### src/rtl/prog_clk_divider.sv
// Multi-channel programmable clock divider: per-channel shadow/active divisor, tick strobe and 50% square wave.
// Optional macro PROG_CLK_DIVIDER_SYNC_EN adds i_sync to restart every channel phase-aligned.
module prog_clk_divider #(
   parameter int unsigned CHANNELS    = 4,
   parameter int unsigned WIDTH       = 25,
   parameter int unsigned DEFAULT_DIV = 1
) (
   input  logic                i_clkPin,
   input  logic                i_rstPin,
   input  logic                i_ena,
   input  logic [CHANNELS-1:0] i_chEna,
   input  logic                i_wrEn,
   input  logic [3:0]          i_wrChan,
   input  logic [WIDTH-1:0]    i_wrData,
`ifdef PROG_CLK_DIVIDER_SYNC_EN
   input  logic                i_sync,
`endif
   output logic [CHANNELS-1:0] o_clkPin,
   output logic [CHANNELS-1:0] o_tick
);

   localparam logic [WIDTH-1:0] LP_DEF = WIDTH'(DEFAULT_DIV);

   logic w_sync;
`ifdef PROG_CLK_DIVIDER_SYNC_EN
   assign w_sync = i_sync;
`else
   assign w_sync = 1'b0;
`endif

   for (genvar g = 0; g < CHANNELS; g++) begin : g_ch
      logic [WIDTH-1:0] r_shadow;
      logic [WIDTH-1:0] r_active;
      logic [WIDTH-1:0] r_cnt;
      logic             r_clk;
      logic             r_tick;
      logic             w_wrHit;
      logic             w_term;

      // Indices at or above CHANNELS never match any channel, so such writes are dropped.
      assign w_wrHit = i_wrEn && (i_wrChan == 4'(g));
      assign w_term  = (r_cnt == r_active);

      always_ff @(posedge i_clkPin or posedge i_rstPin) begin
         if (i_rstPin) begin
            r_shadow <= LP_DEF;
         end else if (w_wrHit) begin
            r_shadow <= i_wrData;
         end
      end

      always_ff @(posedge i_clkPin or posedge i_rstPin) begin
         if (i_rstPin) begin
            r_active <= LP_DEF;
            r_cnt    <= '0;
            r_clk    <= 1'b0;
            r_tick   <= 1'b0;
         end else if (w_sync || !i_chEna[g]) begin
            r_active <= r_shadow;
            r_cnt    <= '0;
            r_clk    <= 1'b0;
            r_tick   <= 1'b0;
         end else if (!i_ena) begin
            r_tick   <= 1'b0;
         end else if (w_term) begin
            // A write landing on the terminal count bypasses the shadow.
            r_active <= w_wrHit ? i_wrData : r_shadow;
            r_cnt    <= '0;
            r_clk    <= ~r_clk;
            r_tick   <= 1'b1;
         end else begin
            r_cnt    <= r_cnt + 1'b1;
            r_tick   <= 1'b0;
         end
      end

      assign o_clkPin[g] = r_clk;
      assign o_tick[g]   = r_tick;
   end

endmodule

### config.mk
export PLATFORM = sky130hd
export DESIGN_NAME = prog_clk_divider
export DESIGN_NICKNAME = d
export VERILOG_FILES = /design/src/rtl/prog_clk_divider.sv
export SDC_FILE = /design/constraint.sdc
export NUM_CORES = 1
export LEC_CHECK = 0
export CAP_MARGIN = 5
export CORE_AREA = 2 2 200 202
export CTS_BUF_LIST = sky130_fd_sc_hd__clkbuf_8
export CTS_CLUSTER_DIAMETER = 100
export DETAILED_ROUTE_END_ITERATION = 6
export DIE_AREA = 0 0 202 204
export GPL_TIMING_DRIVEN = 0
export PLACE_DENSITY = 0.65
export SLEW_MARGIN = 40
export SYNTH_ARGS = -nofsm -noshare
export SYNTH_HDL_FRONTEND = slang
export SYNTH_SLANG_ARGS = --single-unit
### constraint.sdc
create_clock -name i_clkPin -period 16.6 [get_ports i_clkPin]
set_input_delay 4.98 -clock i_clkPin [delete_from_list [all_inputs] [get_ports i_clkPin]]
set_output_delay 4.98 -clock i_clkPin [all_outputs]
set_load 0.005 [all_outputs]
==> flow_summary.toml, run 1 <==
[outcome]
status = "finished, final reports clean"

[clocking]
cts_inserted_buffers = 51
holdBufCountCts = 0
clockRootBuffer = "clkbuf_8"
cts.sinks = 308
cts.path.max_buffers = 3
cts_tree = "built"
post_cts.repair.setup_buffers = 0
clk_latency_ns = 0.59
post_cts_resized = 0
cts.clk_slew.worst_paths_ns = 0.06
cts_htree_levels = 2

[drt]
drt_iter0_drc = 437
ant_nets = 0
via_per_inst = 4.97
drt-pass1-iter-count = 6
post-route-drc-count = 0
drt_wl_total_um = 35800
vias = 10000
wl_per_cell_um = 17.7

[placed_design]
port-buffer-count = 43
place_congestion = 0.836
preCtsSetupSlack_ns = 8.85
place_inst = 1922
hpwl_um = 25300

[power_and_ir_drop]
p_seq_share_pct = 49.3
p_per_area_nw_per_um2 = 114
vdd.ir_drop.worst_mv = 0.0469
p_leak_nw = 8.07
power.switching_mw = 0.563
internal_power_mw = 1.41
swShare_pct = 28.6
p_comb_share_pct = 16.9
power.share.clock_pct = 33.8
power.total_mw = 1.97

[timing]
setup_viol = 0
setup_ws_ns = 9.47
drv_slew = 0
maxSlewHeadroom_pct = 45.5
post-route-period-util_pct = 42.9
period_needed_ns = 7.13
tightest_slew_ns = 0.818
rsz0062_at_grt = "false"
hold_viol = 0
fmax_mhz = 140
fin_worst_skew_ns = 0.0173

[critical_path]
reg2regPathDepth = 8
worstSetupStartpointType = "input pin"
worstSetupPathType = "in -> reg"
worst_ep_arrival_time_ns = 7.62
reg2reg_slack_ns = 14.26
critPathRequiredTime_ns = 17.10
crit-reg2reg-launch = "g_ch[2].r_cnt[15]"
worstPathMaxFanout = 10
cp-end-kind = "flop"
r2r_end = "g_ch[2].r_active[3]"

[worst_hold_path]
hold_path_class = "reg -> reg"
min_to = "g_ch[1].r_active[0]"
hold-path-cell-count = 2
holdCritStartpoint = "g_ch[1].r_shadow[0]"

[floorplan]
die-area_um2 = 41200
fp.dieW_um = 202
ios = 45
core_area_um2 = 39200
die_h_um = 204
core.rowCount = 73
initial_core_util_pct = 38.5

[logic_synthesis]
seq_area_frac_synth_pct = 51.2
syn_inst = 1349
syn_nets = 1390
yosys.area.top_type = "dfrtp_1"
syn_area_um2 = 15100
ys_seq_elements = 308
synth_edf_count = 0
avgSynthCellArea_um2 = 11.2
yosys_warnings = 0
synth_area_leaders = "dfrtp_1 (50%), mux2i_1 (12%), xnor2_1 (6.6%)"
synth_ff_type = "dfrtp_1"
async_flop_share_pct = 100
synth_cell_types = 50
netlist.area_leader.share_pct = 49.8

[global_routing]
grt_overflow = 0
grt_start_max_net_pins = 60
antenna_found_initial = 2
grt_pass1_wl_um = 57600
grt_usage_pct = 17.8
grt_pass1_vias = 10300

[cells_and_area]
nets = 1491
stdcell_count = 2017
final_util_pct = 44.3
areaGrowthSynthToFinish_pct = 15.1
drive_gt1_share_pct = 14.6

[flow_run]
cap_violations = 0
[synth_stat cells (all sizes together) (38+ instances only)]
| master | count |
|---|---|
| buf | 45 |
| nand4 | 41 |
| inv | 85 |
| o21ai | 38 |
| nand2 | 82 |
| nor2 | 113 |
| mux2i | 176 |
| mux2 | 100 |
| dfrtp | 300 |
| xnor2 | 113 |
| nand3 | 46 |
| xor2 | 70 |
[worst max-delay path, cell delays in order]
cell             delay [ns]
clkdlybuf4s50_1        0.67
buf_2                  0.39
inv_1                  0.09
clkbuf_1               0.37
o21ai_1                0.22
buf_2                  0.26
buf_2                  0.37
mux2i_1                0.25
[flip-flops by register name (all words and copies together) (netlist names)]
signal and count:
g_ch.r_cnt 100, g_ch.r_tick 4, g_ch.r_active 100, g_ch.r_shadow 100
g_ch.r_clk 4
[logic make-up (layout without fill, tap and decap cells)]
group	count (synthesis)	after routing	share of synthesized area (%)
buffers and inverters	149	291	4.36
AOI/OAI and AO/OA	59	59	2.18
muxes	276	276	19.1
adders and majority gates	4	4	0.332
other	0	1	0
and+or+nand+nor	370	370	12.2
DFF	308	308	51.2
xor gates and xnor gates	183	183	10.6
[stage by stage]
step | TNS [ns] | instance area [µm²] | hold slack, ns
floorplan | 0 | 15100 | 0.443
global placement | -244.60 | 16200 | 0.449
detailed placement | 0 | 16300 | 0.464
CTS | 0 | 17400 | 0.467
global route | 0 | 17400 | 0.492
finish | 0 | 17400 | 0.466
[cell type report]
| type | instances | area (µm²) |
|---|---|---|
| inverter | 85 | 327 |
| clock inverter | 27 | 109 |
| multi-input combinational | 892 | 6720 |
| antenna | 1 | 2.50 |
| buffer | 64 | 339 |
| sequential | 308 | 7720 |
| timing repair buffer | 48 | 568 |
| tap | 525 | 657 |
| clock buffer | 67 | 922 |
| fill | 3627 | 21800 |
[routing by layer]
layer | routed length [µm] | track usage [%] | share of wire (%) | vias up
met2 | 17200 | 29.9 | 48 | 157
met1 | 16400 | 23.5 | 46 | 5014
met5 | 0 | 0 | 0 | -
met3 | 1170 | 2.50 | 3.3 | 53
li1 | - | - | - | 4791
met4 | 952 | 6.17 | 2.7 | 0
[power by group through the flow]
stage | clock (mW) | sequential [mW] | combinational (mW)
after floorplan | 0 | 0.955 | 0.254
after global placement | 0 | 0.980 | 0.320
after detailed placement | 0 | 0.985 | 0.335
after CTS | 0.687 | 0.973 | 0.337
after global routing | 0.720 | 0.987 | 0.372
final | 0.666 | 0.972 | 0.333
[how the worst max path moves through the flow]
stage,endpoint,slack [ns],start,cells past startpoint
final,g_ch[2].r_active[3],9.47,i_ena,8
after floorplan,g_ch[0].r_active[10],3.12,i_rstPin,1
after global routing,g_ch[2].r_active[9],9.35,i_ena,8
after detailed placement,g_ch[2].r_active[3],8.85,i_ena,8
after global placement,g_ch[0].r_cnt[2],-0.86,i_rstPin,2
after CTS,g_ch[2].r_active[3],9.49,i_ena,8
[placed cells by master, fill, tap and decap left out, types with 6 or more instances in the layout]
cell	count
clkbuf_8	67
o21ai_0	12
clkdlybuf4s50_1	43
a31oi_1	6
inv_1	106
and3_1	19
dfrtp_1	300
dfstp_2	8
and4_1	8
clkbuf_1	19
nand4_1	40
mux2_2	79
mux2i_1	176
nor3_1	19
xor2_1	70
o21ai_1	26
xnor2_1	113
nor4_1	6
nand2_1	82
buf_4	12
nor2_1	108
buf_2	25
a21oi_1	7
nand3_1	46
mux2_1	21
Power figures use the tool's default switching activity.
==> inputs of run 2 (changes only) <==
--- a/config.mk
+++ b/config.mk
@@ -12,7 +12,7 @@
 export DETAILED_ROUTE_END_ITERATION = 6
 export DIE_AREA = 0 0 202 204
 export GPL_TIMING_DRIVEN = 0
-export PLACE_DENSITY = 0.65
+export PLACE_DENSITY = 0.67
 export SLEW_MARGIN = 40
 export SYNTH_ARGS = -nofsm -noshare
 export SYNTH_HDL_FRONTEND = slang
==> constraint.sdc (replaced) <==
create_clock -name i_clkPin -period 6.2 [get_ports i_clkPin]
set_input_delay 1.86 -clock i_clkPin [delete_from_list [all_inputs] [get_ports i_clkPin]]
set_output_delay 1.86 -clock i_clkPin [all_outputs]
set_load 0.005 [all_outputs]
==> run 2 against run 1 <==
Against the previous run:
- global-route usage down 0.17 points
- sequential power rose to 2.7 times the previous value
- sequential share of layout area shrank 0.47 points
- die area unchanged
- worst hold slack got worse by 0.00093 ns
- register-to-register slack worse by 10 ns
- clock power rose to 2.7 times the previous value
- cell count up 0.20%
- largest cell class unchanged
- highest routed layer unchanged
==> flow_summary.toml, run 2 (synthesis gave the netlist of run 1 again) <==
[outcome]
status = "finished, final reports clean"

[clocking]
holdBufCountCts = 0
cts.path.max_buffers = 3
cts_inserted_buffers = 49
cts.clk_slew.worst_paths_ns = 0.06
post_cts.repair.setup_buffers = 0
clk_latency_ns = 0.60
post_cts_resized = 0
cts_htree_levels = 2
cts.sinks = 308
clockRootBuffer = "clkbuf_8"
cts_tree = "built"

[floorplan]
die_h_um = 204
die-area_um2 = 41200
initial_core_util_pct = 38.5
fp.dieW_um = 202
core_area_um2 = 39200
core.rowCount = 73
ios = 45

[critical_path]
worstSetupPathType = "in -> reg"
cp-startpoint = "i_ena"
worstPathMaxFanout = 10
reg2reg_slack_ns = 3.84
worst_ep_arrival_time_ns = 4.63
cp-end-kind = "flop"
crit-reg2reg-launch = "g_ch[1].r_active[0]"
cp-endpoint = "g_ch[2].r_active[1]"
r2r_end = "g_ch[1].r_active[17]"
reg2regPathDepth = 8
critPathRequiredTime_ns = 6.69
worstSetupStartpointType = "input pin"

[timing]
setup_viol = 0
maxSlewHeadroom_pct = 38.7
hold_viol = 0
period_needed_ns = 4.15
holdWs_ns = 0.465
setup_ws_ns = 2.05
fmax_mhz = 241
post-route-period-util_pct = 66.9
fin_worst_skew_ns = 0.0336
tightest_slew_ns = 0.920
drv_slew = 0
rsz0062_at_grt = "false"

[global_routing]
grt_usage_pct = 17.6
grt_pass1_vias = 10400
grt_overflow = 0
grt_pass1_wl_um = 57700
grt_start_max_net_pins = 27
antenna_found_initial = 0

[power_and_ir_drop]
p_leak_nw = 8.12
vdd.ir_drop.worst_mv = 0.145
p_per_area_nw_per_um2 = 302

[placed_design]
place_congestion = 0.868
place_inst = 1931
port-buffer-count = 43
dpl_cell_area_um2 = 16500
hpwl_um = 25600
preCtsSetupSlack_ns = 1.52

[drt]
drt-pass1-iter-count = 7
wl_per_cell_um = 17.6
drt_iter0_drc = 488
via_per_inst = 5.04
vias = 10200
ant_nets = 0
post-route-drc-count = 0
drt_wl_total_um = 35500

[cells_and_area]
nets = 1498
layout_common_cells = "dfrtp_1 (300), mux2i_1 (176), xnor2_1 (113)"
areaGrowthSynthToFinish_pct = 16.3
final_common_cell = "dfrtp_1"
stdcell_count = 2021
drive_gt1_share_pct = 15.2
reg_top3 = "g_ch.r_active (100), g_ch.r_cnt (100), g_ch.r_shadow (100)"
fillCellCount = 3560
multiInputGateArea_um2 = 6720
layout.area.seq_um2 = 7720
fin_area_um2 = 17500

[flow_run]
cap_violations = 0

[worst_hold_path]
hold_path_class = "reg -> reg"
## run 2: area by class of cell
class	count	share of cell area [%]
clock buffers	62	4.86
inverters	85	1.84
flip-flops and latches	308	44.0
multi-input cells	892	38.3
clock inverters	27	1.01
repair buffers	57	4.31
plain buffers	64	1.93
well taps	525	3.74
diodes	1	0.0143
## run 2: worst min-delay path by stage
stage,start,to,slack (ns),depth (start not counted)
final,g_ch[1].r_shadow[0],g_ch[1].r_active[0],0.46,2
after global routing,g_ch[1].r_shadow[0],g_ch[1].r_active[0],0.49,2
after CTS,g_ch[1].r_shadow[0],g_ch[1].r_active[0],0.47,2
after detailed placement,g_ch[1].r_shadow[0],g_ch[1].r_active[0],0.47,2
after global placement,g_ch[1].r_shadow[0],g_ch[1].r_active[0],0.45,2
after floorplan,g_ch[1].r_shadow[0],g_ch[1].r_active[0],0.44,2
## run 2: through the flow
| step | power [mW] | utilization [%] | TNS (ns) |
|---|---|---|---|
| after floorplan | 3.24 | - | 0 |
| after global placement | 3.48 | 41.3 | -592.51 |
| after detailed placement | 3.54 | 42.1 | 0 |
| after CTS | 5.37 | 44.8 | 0 |
| after global routing | 5.59 | 44.8 | 0 |
| final | 5.30 | 44.8 | 0 |
## run 2: routing by layer
layer | wire length, µm | global-route usage [%] | share of wire, % | vias to the layer above
met5 | 0 | 0 | 0 | -
met4 | 1120 | 6.72 | 3.1 | 0
met2 | 16900 | 28.7 | 48 | 212
li1 | - | - | - | 4794
met3 | 1470 | 2.50 | 4.1 | 70
met1 | 16000 | 23.9 | 45 | 5109
## run 2: critical path, stage by stage
cell	delay, ns
clkdlybuf4s50_1	0.70
buf_2	0.41
inv_1	0.12
clkbuf_1	0.42
o21ai_1	0.25
buf_2	0.27
buf_2	0.35
mux2i_1	0.25
## run 2: report_power, final
part	internal, mW	total [mW]	leakage [nW]	switching [mW]
Clock	0.985	1.80	0.592	0.817
Combinational	0.456	0.904	3.58	0.448
Sequential	2.36	2.60	3.96	0.236
==> patch 1 (settings of run 2) <==
Put one more register stage on the output `o_tick`, cleared by the reset. The value now appears one clock later. The other outputs are not delayed to match.
--- a/src/rtl/prog_clk_divider.sv
+++ b/src/rtl/prog_clk_divider.sv
@@ -20,6 +20,8 @@
 );
 
    localparam logic [WIDTH-1:0] LP_DEF = WIDTH'(DEFAULT_DIV);
+
+   logic [CHANNELS-1:0] o_tick_d;
 
    logic w_sync;
 `ifdef PROG_CLK_DIVIDER_SYNC_EN
@@ -75,7 +77,15 @@
       end
 
       assign o_clkPin[g] = r_clk;
-      assign o_tick[g]   = r_tick;
+      assign o_tick_d[g]   = r_tick;
+   end
+
+   always_ff @(posedge i_clkPin or posedge i_rstPin) begin
+      if (i_rstPin) begin
+         o_tick <= '0;
+      end else begin
+         o_tick <= o_tick_d;
+      end
    end
 
 endmodule
Function: changed (a bounded check fails within 4 cycles, from zero or initial values and one cycle with i_rstPin high).
==> patch 1 against run 2 <==
Power increased by 2.9%; sequential cell count increased by 4; design area increased by 2.4%; area after synthesis increased by 1.9%; wire length increased by 0.76%; first-iteration DRC count increased by 15%; die area unchanged; combinational power increased by 4.0%; fmax increased by 5.1%; worst setup slack improved by 200 ps.
==> patch 1: results (changes against run 2) <==
[status]
status=finished, final reports clean  ; unchanged

[detailed_routing]
vias_per_cell=5.12  ; was 5.04
dr.pass1.iters=5  ; was 7

[logic_synthesis]
synth_compound_area_share_pct=2.07  ; was 2.18%
yosysSeqAreaShare_pct=50.8  ; was 51.2%
synth.avg_cell_area_sq_um=11.3  ; was 11.2 sq um
muxShareOfSynthArea_pct=19.0  ; was 19.1%
yosys.area_share.xor_xnor_pct=10.5  ; was 10.6%
synth_cell_type_count=49  ; was 50
synth_fa_ha_area_share_pct=0.326  ; was 0.332%
netlist_top_cells_count=304 x dfrtp_1, 175 x mux2i_1, 122 x nor2_1  ; was 300 x dfrtp_1, 176 x mux2i_1, 113 x xnor2_1

[hold_path]
min_to=o_tick[0]  ; was g_ch[1].r_active[0]
min_from=g_ch[0].r_tick  ; was g_ch[1].r_shadow[0]
holdPathStages=0  ; was 2

[sta]
fin_worst_skew_ps=20.7  ; was 33.6 ps
whs_ps=347  ; was 465 ps

[final_layout]
antenna_cells=0  ; was 1

[placed_design]
placed_cells=1942  ; was 1,931
post-dp-hpwl_um=25500  ; was 25,600 um

[global_routing]
met1_usage_pct=25.9  ; was 23.9%
met2_usage_pct=27.5  ; was 28.7%
grt_pass1_vias=10574  ; was 10,406
grt_pass1_wl_um=58100  ; was 57,700 um

[clock_network]
cts_buffers=52  ; was 49

[worst_setup_path]
cp.arrival_ps=4440  ; was 4630 ps

[power_and_ir_drop]
leakagePower_nw=8.28  ; was 8.12 nW

## patch 1: cell types whose count changed after synthesis, sizes merged, moves of 6 or more
cell           run 2  this run
a31oi              6         0
and3              19        12
clkbuf            19        11
nand2             82        93
nand3             46        55
nand4             41        48
nor2             113       122
xnor2            113       121
xor2              70        62
## patch 1: worst reg2reg max path, cell delays in order, from the launching register on
cell and delay [ps]:
dfstp_2 560, xnor2_1 150, nand4_1 140, nor4_1 470, nand3_1 140, buf_4 230, buf_4 230, mux2i_1 180
o21ai_0 90
## patch 1: area by class of cell
| class | count | area [sq um] | area share, % |
|---|---|---|---|
| Sequential cell | 312 | 7820 | 43.5 |
| Multi-Input combinational cell | 907 | 6840 | 38.1 |
| Clock buffer | 74 | 1020 | 5.67 |
| Clock inverter | 20 | 85.1 | 0.474 |
| Timing Repair Buffer | 59 | 823 | 4.58 |
| Inverter | 80 | 304 | 1.69 |
| Buffer | 59 | 422 | 2.35 |
| Tap cell | 525 | 657 | 3.66 |
## patch 1: worst max path at each step
stage / startpoint / to / slack, ps / cells after the start
floorplan: i_rstPin / g_ch[0].r_active[10] / 190 / 1
global route: i_ena / g_ch[2].r_cnt[18] / 2110 / 8
finish: i_ena / g_ch[2].r_active[15] / 2260 / 8
CTS: i_ena / g_ch[2].r_active[15] / 2120 / 8
detailed placement: i_ena / g_ch[2].r_active[15] / 1480 / 8
global placement: i_rstPin / o_tick[0] / -2090 / 2
## patch 1: power breakdown
part / switching [mW] / total [mW] / internal, mW
combinational: 0.455 / 0.940 / 0.484
clock: 0.852 / 1.90 / 1.05
sequential: 0.232 / 2.62 / 2.38
total: 1.54 / 5.46 / 3.92
==> patch 2 (config.mk and constraints of run 2) <==
Without the edit above. Set the parameter `CHANNELS` to 2 (it was 4).
--- a/src/rtl/prog_clk_divider.sv
+++ b/src/rtl/prog_clk_divider.sv
@@ -1,7 +1,7 @@
 // Multi-channel programmable clock divider: per-channel shadow/active divisor, tick strobe and 50% square wave.
 // Optional macro PROG_CLK_DIVIDER_SYNC_EN adds i_sync to restart every channel phase-aligned.
 module prog_clk_divider #(
-   parameter int unsigned CHANNELS    = 4,
+   parameter int unsigned CHANNELS    = 2,
    parameter int unsigned WIDTH       = 25,
    parameter int unsigned DEFAULT_DIV = 1
 ) (
Interface: changed (resized i_chEna, o_clkPin and o_tick); port bits go from 45 to 39. No check against the original RTL was run, so the function may have changed too.
==> patch 2 against run 2 <==
Area after synthesis is 50% lower; sequential cell count is 154 lower; wire length is 50% lower; clock power is 53% lower; fmax is 15% higher; core utilization is 22 points lower; final cell count is 36% lower; power is 52% lower; design area is 48% lower; worst setup slack better by 530 ps; critical path type unchanged.
==> patch 2: results (changes against run 2) <==
[logic_synthesis]
ys.warnings.count=0  ; unchanged
synth_compound_area_share_pct=3.00  ; was 2.18%
yosys.area_share.xor_xnor_pct=10.5  ; was 10.6%
netlist_top_cells_count=150 x dfrtp_1, 75 x mux2i_1, 54 x nand2_1  ; was 300 x dfrtp_1, 176 x mux2i_1, 113 x xnor2_1
muxShareOfSynthArea_pct=17.3  ; was 19.1%
async_reset_ff_share_pct=100  ; unchanged
synth_fp_nets=728  ; was 1,390
synthTopCellsByArea=dfrtp_1 50%, mux2i_1 9.9%, mux2_2 7.4%, xnor2_1 5.7%, xor2_1 4.9%  ; was dfrtp_1 50%, mux2i_1 12%, xnor2_1 6.6%, mux2_2 5.9%, xor2_1 4.1%
yosysSeqAreaShare_pct=50.9  ; was 51.2%
synth_cell_type_count=45  ; was 50
synth_fa_ha_area_share_pct=0.330  ; was 0.332%

[global_routing]
grt_antenna_before_repair=5  ; was 0
grt_pass1_vias=5425  ; was 10,406
grt_usage_pct=8.93  ; was 17.6%
grt_pass1_wl_um=29100  ; was 57,700 um
grt_start_max_net_pins=64  ; was 27

[clock_network]
cts_buffers=17  ; was 49
cts.clk_slew.worst_paths_ps=80  ; was 60 ps
clockRootBuffer=clkbuf_8  ; unchanged
clk_latency_ps=450  ; was 600 ps
cts_resized=0  ; unchanged
h-tree-depth=4  ; was 2
clockBufferDepth=2  ; was 3
post-cts-setup-buffers=0  ; unchanged

[status]
status=finished, final reports clean  ; unchanged

[sta]
hold_violations=0  ; unchanged
fin_worst_skew_ps=8.92  ; was 33.6 ps
worst_slew_margin_rel_pct=49.0  ; was 38.7%

[final_layout]
layout-drive-gt1-share_pct=15.1  ; was 15.2%
final_common_cell=dfrtp_1  ; unchanged
fin_nets=786  ; was 1,498
top_regs=g_ch.r_active: 50 flops, g_ch.r_cnt: 50 flops, g_ch.r_shadow: 50 flops  ; was g_ch.r_active: 100 flops, g_ch.r_cnt: 100 flops, g_ch.r_shadow: 100 flops
antenna_cells=0  ; was 1

[worst_setup_path]
crit_slowest_cell=clkdlybuf4s50_1  ; unchanged
path_max_fanout=6  ; was 10
crit_path_max_incr_delay_ps=680  ; was 700 ps
cp.arrival_ps=3960  ; was 4630 ps
cpLargestDelayFamily=simple AND/OR/NAND/NOR gates  ; was buffers and inverters

[power_and_ir_drop]
peakVddDrop_mv=0.151  ; was 0.145 mV
p_int_mw=1.86  ; was 3.80 mW
leakagePower_nw=4.03  ; was 8.12 nW

[detailed_routing]
num_vias=5267  ; was 10,185
finalWirelength_um=17700  ; was 35,500 um
drt_iter0_markers=467  ; was 488
dr.pass1.iters=5  ; was 7

[placed_design]
place_congestion=0.790  ; was 0.868
io_buffers=37  ; was 43
post-place-ws_ps=2100  ; was 1520 ps
dpl_cell_area_sq_um=8670  ; was 16,500 sq um
post-dp-hpwl_um=13300  ; was 25,600 um

[hold_path]
hold_class=reg2reg  ; unchanged

-- patch 2: tightest hold or removal path: stages, from the launching register on --
cell and delay, ps:
dfrtp_1 350, nand2_1 50, o21ai_0 60
-- patch 2: layout make-up --
type,count,area (sq um)
fillers,4161,30100
flip-flops and latches,154,3860
multi-input cells,469,3410
well taps,525,657
repair buffers,39,425
clock buffers,18,248
plain buffers,37,199
clock inverters,12,185
inverters,31,124
-- patch 2: cell families after synthesis --
group / after synthesis
adder cells (fa/ha/maj): 2
buffers and inverters: 68
AND/OR/NAND/NOR: 209
flip-flops: 154
AO/OA/AOI/OAI: 42
XOR/XNOR: 91
multiplexers: 125
-- patch 2: routing by layer --
layer	track usage (%)	share of wire (%)	routed length [um]
met1	12.6	48	8570
met2	12.9	43	7600
met3	2.61	6.9	1220
met4	3.28	1.7	302
met5	0	0.30	53
-- patch 2: power by group through the flow --
| stage | combinational, mW | clock [mW] | sequential (mW) |
|---|---|---|---|
| after CTS | 0.428 | 0.859 | 1.28 |
| after detailed placement | 0.426 | 0 | 1.30 |
| after floorplan | 0.314 | 0 | 1.26 |
| after global placement | 0.407 | 0 | 1.29 |
| final | 0.423 | 0.844 | 1.28 |
| after global routing | 0.473 | 0.906 | 1.30 |
-- patch 2: path summary, 6_finish.rpt --
check | from | end | slack, ps | cells past startpoint
max | i_ena | g_ch[0].r_cnt[24] | 2580 | 7
min | g_ch[0].r_shadow[9] | g_ch[0].r_active[9] | 490 | 2
max reg2reg | g_ch[1].r_cnt[18] | g_ch[1].r_active[24] | 3910 | 8
min reg2reg | g_ch[0].r_shadow[9] | g_ch[0].r_active[9] | 490 | 2
max in group asynchronous | i_rstPin | g_ch[0].r_active[0] | 3450 | 4
min in group asynchronous | i_rstPin | g_ch[1].r_cnt[3] | 1790 | 2
-- patch 2: through the flow --
stage	cells	utilization (%)	hold WS (ps)	total power, mW
6_report	1285	23.2	487	2.54
2_1_floorplan	691	-	446	1.58
4_1_cts	1285	23.2	487	2.56
3_3_place_gp	1253	22.0	461	1.70
5_1_grt	1285	23.2	515	2.68
3_5_place_dp	1255	22.1	468	1.72
